## src/rtl/aes_pkg.sv

```systemverilog
// Shared constants and types for the AES output serializer slice.
// Block width, serializer FSM states and word-count helper.
package aes_pkg;

  localparam int AES_BLOCK_W = 128;

  typedef enum logic {
    IDLE = 1'b0,
    SEND = 1'b1
  } ser_state_e;

  function automatic int nwords(input int word_w);
    return AES_BLOCK_W / word_w;
  endfunction

endpackage

```

## src/rtl/aes_block_fifo.sv

```systemverilog
// Small FIFO of 128-bit ciphertext blocks with wrap-bit pointers.
// A write while full is accepted only when a read happens in the same cycle.
module aes_block_fifo
  import aes_pkg::*;
#(
  parameter int DEPTH = 2
) (
  input  logic                   clk,
  input  logic                   rst_n,
  input  logic                   wr_en,
  input  logic [AES_BLOCK_W-1:0] wr_data,
  input  logic                   rd_en,
  output logic [AES_BLOCK_W-1:0] rd_data,
  output logic                   full,
  output logic                   empty,
  output logic [$clog2(DEPTH):0] level
);

  localparam int AW = $clog2(DEPTH);

  logic [AES_BLOCK_W-1:0] mem [DEPTH];
  logic [AW:0]            wr_ptr;
  logic [AW:0]            rd_ptr;
  logic                   do_wr;
  logic                   do_rd;

  assign empty   = (wr_ptr == rd_ptr);
  assign full    = (wr_ptr[AW] != rd_ptr[AW]) && (wr_ptr[AW-1:0] == rd_ptr[AW-1:0]);
  assign do_rd   = rd_en & ~empty;
  assign do_wr   = wr_en & (~full | do_rd);
  assign level   = wr_ptr - rd_ptr;
  assign rd_data = mem[rd_ptr[AW-1:0]];

  always_ff @(posedge clk or negedge rst_n) begin
    if (!rst_n) begin
      wr_ptr <= '0;
      rd_ptr <= '0;
    end else begin
      if (do_wr) wr_ptr <= wr_ptr + 1'b1;
      if (do_rd) rd_ptr <= rd_ptr + 1'b1;
    end
  end

  // NOTE: storage is deliberately not reset; the pointers alone say which entries are valid.
  always_ff @(posedge clk) begin
    if (do_wr) mem[wr_ptr[AW-1:0]] <= wr_data;
  end

endmodule

```

## src/rtl/aes_out_serializer.sv

```systemverilog
// Captures each AES ciphertext once per valid rising edge, buffers it and
// streams it out as WORD_W-bit words over a valid/ready handshake.
module aes_out_serializer
  import aes_pkg::*;
#(
  parameter int WORD_W     = 32,
  parameter int FIFO_DEPTH = 2,
  parameter bit MSW_FIRST  = 1'b1
) (
  input  logic                        AES_clk,
  input  logic                        AES_rst_n,
  input  logic                        AES_data_out_valid,
  input  logic [AES_BLOCK_W-1:0]      AES_data_out,
  input  logic                        ser_ready,
  output logic                        ser_valid,
  output logic [WORD_W-1:0]           ser_data,
  output logic                        ser_last,
  output logic [$clog2(FIFO_DEPTH):0] fifo_level,
  output logic                        ovf_err,
  input  logic                        ovf_clr
);

  localparam int NWORDS = nwords(WORD_W);
  localparam int IDX_W  = (NWORDS > 1) ? $clog2(NWORDS) : 1;
  localparam logic [IDX_W-1:0] LAST_IDX = IDX_W'(NWORDS - 1);

  ser_state_e             state;
  ser_state_e             state_next;
  logic                   valid_d;
  logic                   capture;
  logic                   overflow;
  logic                   fifo_full;
  logic                   fifo_empty;
  logic                   fifo_pop;
  logic [AES_BLOCK_W-1:0] fifo_head;
  logic [AES_BLOCK_W-1:0] shreg;
  logic [IDX_W-1:0]       word_idx;
  logic                   load;
  logic                   advance;
  logic                   at_last;

  // A level-held valid only captures on its rising edge.
  assign capture  = AES_data_out_valid & ~valid_d;
  assign overflow = capture & fifo_full & ~fifo_pop;

  aes_block_fifo #(
    .DEPTH(FIFO_DEPTH)
  ) u_fifo (
    .clk    (AES_clk),
    .rst_n  (AES_rst_n),
    .wr_en  (capture),
    .wr_data(AES_data_out),
    .rd_en  (fifo_pop),
    .rd_data(fifo_head),
    .full   (fifo_full),
    .empty  (fifo_empty),
    .level  (fifo_level)
  );

  // NOTE: sequential state uses non-blocking assignments so every register samples pre-edge values.
  always_ff @(posedge AES_clk or negedge AES_rst_n) begin
    if (!AES_rst_n) begin
      state   <= IDLE;
      valid_d <= 1'b0;
      ovf_err <= 1'b0;
    end else begin
      state   <= state_next;
      valid_d <= AES_data_out_valid;
      if (overflow)     ovf_err <= 1'b1;
      else if (ovf_clr) ovf_err <= 1'b0;
    end
  end

  assign at_last = (word_idx == LAST_IDX);

  // NOTE: every always_comb output gets a default first so no latch is inferred.
  always_comb begin
    state_next = state;
    fifo_pop   = 1'b0;
    load       = 1'b0;
    advance    = 1'b0;
    case (state)
      IDLE: begin
        if (!fifo_empty) begin
          fifo_pop   = 1'b1;
          load       = 1'b1;
          state_next = SEND;
        end
      end
      SEND: begin
        if (ser_ready) begin
          if (!at_last) begin
            advance = 1'b1;
          end else if (!fifo_empty) begin
            // Back-to-back reload keeps the stream free of bubbles.
            fifo_pop = 1'b1;
            load     = 1'b1;
          end else begin
            state_next = IDLE;
          end
        end
      end
      default: state_next = IDLE;
    endcase
  end

  always_ff @(posedge AES_clk or negedge AES_rst_n) begin
    if (!AES_rst_n) begin
      shreg    <= '0;
      word_idx <= '0;
    end else if (load) begin
      shreg    <= fifo_head;
      word_idx <= '0;
    end else if (advance) begin
      shreg    <= MSW_FIRST ? (shreg << WORD_W) : (shreg >> WORD_W);
      word_idx <= word_idx + 1'b1;
    end
  end

  assign ser_valid = (state == SEND);
  assign ser_last  = ser_valid & at_last;
  assign ser_data  = MSW_FIRST ? shreg[AES_BLOCK_W-1 -: WORD_W] : shreg[WORD_W-1:0];

endmodule

```

## config.mk

```make
export PLATFORM = sky130hd
export DESIGN_NAME = aes_out_serializer
export DESIGN_NICKNAME = d
export VERILOG_FILES = /design/src/rtl/aes_pkg.sv /design/src/rtl/aes_block_fifo.sv /design/src/rtl/aes_out_serializer.sv
export SDC_FILE = /design/constraint.sdc
export NUM_CORES = 1
export LEC_CHECK = 0
export ABC_CLOCK_PERIOD_IN_PS = 9900
export CORE_MARGIN = 4
export CORE_UTILIZATION = 57
export DETAILED_ROUTE_END_ITERATION = 7
export PLACE_DENSITY = 0.8
export SLEW_MARGIN = 15
export SYNTH_ARGS = -nofsm -noshare
export SYNTH_HDL_FRONTEND = slang
export SYNTH_HIERARCHICAL = 1
export SYNTH_SLANG_ARGS = --single-unit
export TNS_END_PERCENT = 100
```

## constraint.sdc

```tcl
create_clock -name AES_clk -period 9.9 [get_ports AES_clk]
set_clock_uncertainty 0.1 [all_clocks]
set_input_delay 1.485 -clock AES_clk [delete_from_list [all_inputs] [get_ports AES_clk]]
set_output_delay 1.485 -clock AES_clk [all_outputs]
set_load 0.03 [all_outputs]
```

==> flow_summary.ini <==
[status]
status = finished, final reports clean

[clocking]
clk_pin_slew_worst_paths_ns = 0.06
postCtsSetupRepairBufs = 0
clockBufferDepth = 3
cts_tree = done
cts_hold_buf = 0
ctsResizeCount = 0
htreeDepth = 2
clock-sinks = 393
cts_made_buffers = 39
cts-root-buf = clkbuf_16
worst_skew_pair.late_latency_ns = 0.52

[die]
fp-row-count = 61
die_area_um2 = 31140
fp.dieH_um = 176.5
initial_core_util = 0.5808
io_pins = 170
die_w_um = 176.5
core_um2 = 27860

[pwr]
p_leak_nw = 7.434
internal_power_mw = 3.933
power_frac_comb = 0.341
power.switching_mw = 2.089
power_frac_seq = 0.414
p_clk_frac = 0.245
vdd_ir_drop_max_mv = 0.1702
power.density_nw_per_um2 = 315.3
finalPower_mw = 6.022
swShare = 0.3468

[final_layout]
syn_to_final_growth_pct = 18.04
fillers = 1796
diodes = 0
design.final.nets = 1304
drive_gt1_frac = 0.2070
final_cell_mix = edfxtp_1, clkdlybuf4s50_1, dfrtp_1
final_common_cell = edfxtp_1
post-route-cell-area_um2 = 19100
fin_util = 0.6856
fin_cells = 1576

[critical_path]
worstReg2RegStart = u_fifo/rd_ptr[0]$_DFFE_PN0P_
worstPathRequired_ns = 9.93
rr_worst_depth = 10
rrSetupSlack_ns = 5.20
r2r-end = u_fifo/mem[0][4]$_DFFE_PP_
crit_arrival_ns = 5.02
end_kind = flip-flop
crit_path_max_fanout = 71
startpoint_type = input pin
setup.worst_path.class = in2reg

[synthesis]
synth_nets = 1184
netlist_area_um2 = 16180
async_reset_ff_frac = 0.3486
synth.distinct_cells = 35
synth_mux_area_frac = 0.1099
synth_top_family_by_area = compound AO/OA/AOI/OAI gates
synth_compound_area_frac = 0.1201
yosys.area_share.xor_xnor = 0.003171
synth-edff-count = 256
synth_ff_type = edfxtp_1
seq_area_frac_synth = 0.6870
synthAdderAreaFrac = 0.001547
synth_seq_cells = 393
syn_inst = 1049
synth.avg_cell_area_um2 = 15.42
yosys.area_share.simple = 0.006109
yosysWarnings = 6

[grt]
grt_max_degree = 104
gr-total-overflow = 0
grt_pass1_vias = 9418
antenna_found_initial = 0
grt_pass1_wl_um = 52900
grt_usage = 0.2181

[min_path]
worst_hold_startpoint = shreg[108]$_DFFE_PN0P_
holdPathEnd = shreg[108]$_DFFE_PN0P_
min_path_type = reg2reg
hold_path_depth = 2

[place]
hpwl_um = 21300
place_inst = 1506
placed_cell_area_um2 = 17810
place_congestion = 0.7713
numPortBuffers = 169
pre_cts_slack_ns = 4.372

[timing]
hold_ws_ns = 0.4103
maxSlewViolCount = 0
hold_violations = 0
finalCritPeriodShare = 0.5040
slew-limit-headroom = 0.2449
tightest_slew_ns = 1.133
final-setup-viol-count = 0
rsz0062_at_grt = no
tns_ns = 0
post-route-min-period_ns = 4.990
setup_ws_ns = 4.910
fmax_mhz = 200.4

[drt]
firstDrtPassIters = 5
drtIter0Drc = 966
vias = 9163
via_per_inst = 5.814
wl_um = 34440
postRouteAntennaNets = 0
drc = 0
drt-wirelength-per-cell_um = 21.85

[job]
drv_cap = 0
## worst max path at each step
| stage | startpoint | to |
|---|---|---|
| 5_1_grt | ser_ready | u_fifo/mem[1][14]$_DFFE_PP_ |
| 6_report | ser_ready | u_fifo/mem[0][4]$_DFFE_PP_ |
| 2_1_floorplan | ser_ready | u_fifo/mem[0][0]$_DFFE_PP_ |
| 3_5_place_dp | ser_ready | u_fifo/mem[1][45]$_DFFE_PP_ |
| 3_3_place_gp | ser_ready | u_fifo/mem[1][45]$_DFFE_PP_ |
| 4_1_cts | ser_ready | u_fifo/mem[1][14]$_DFFE_PP_ |
## Yosys cell counts (2+ instances only)
cell | instances | area [um^2]
mux2_4 | 87 | 1306
a21oi_1 | 58 | 290.3
nand2b_1 | 3 | 18.77
xnor2_1 | 2 | 17.52
nand2_1 | 2 | 7.510
dfrtp_1 | 137 | 3428
mux2_2 | 41 | 461.7
o21ai_0 | 32 | 160.2
inv_1 | 133 | 499.2
edfxtp_1 | 256 | 7687
ha_1 | 2 | 25.02
o211ai_1 | 32 | 240.2
a21oi_2 | 40 | 350.3
xor2_1 | 2 | 17.52
buf_4 | 33 | 247.7
o32ai_1 | 96 | 840.8
buf_6 | 15 | 168.9
clkbuf_1 | 19 | 71.32
buf_2 | 36 | 180.2
nor2_1 | 7 | 26.28
a21boi_2 | 2 | 22.52
## state kept, by name, indices dropped and copies added, names as in the netlist
register / flops
u_fifo/wr_ptr: 2
shreg: 128
ovf_err: 1
valid_d: 1
word_idx: 2
u_fifo/mem: 256
u_fifo/rd_ptr: 2
ser_valid: 1
## kinds of logic after synthesis
kind of cell    Yosys count
buf+inv                 236
compound gates          265
fa+ha+maj                 2
mux                     129
flops                   393
xor+xnor                  5
simple gates             19
## per-layer routing
layer	vias up	wire length [um]	GRT usage	share of wire
met5	-	0	0	0
met4	0	1149	0.07221	0.033
met3	72	2473	0.04240	0.072
met2	386	16620	0.3518	0.48
met1	4601	14200	0.3035	0.41
li1	4104	-	-	-
## cell type report
cell class                 instances  area, um^2  share of cell area
sequential                       393       11120              0.5822
multi-input combinational        420        3929              0.2057
timing repair buffer             182        1790             0.09375
clock buffer                      59        1154             0.06040
inverter                         133       499.2             0.02614
tap                              378       473.0             0.02476
clock inverter                    11       133.9            0.007010
## power groups by stage
stage               registers [mW]  clock network, mW  logic (mW)
detailed placement            2.52                  0        2.03
finish                        2.49               1.47        2.06
global route                  2.53               1.56        2.21
floorplan                     2.42                  0        1.64
CTS                           2.49               1.49        2.06
global placement              2.49                  0        1.98
## critical path, stage by stage
cell and delay (ns):
clkdlybuf4s50_1 0.56, a21boi_4 0.21, or2_0 0.26, buf_4 0.24, inv_1 0.21, nand2b_1 0.22
o21ai_2 0.11, nor2_4 0.09, buf_4 0.62, buf_4 0.91
Power figures use the tool's default switching activity.
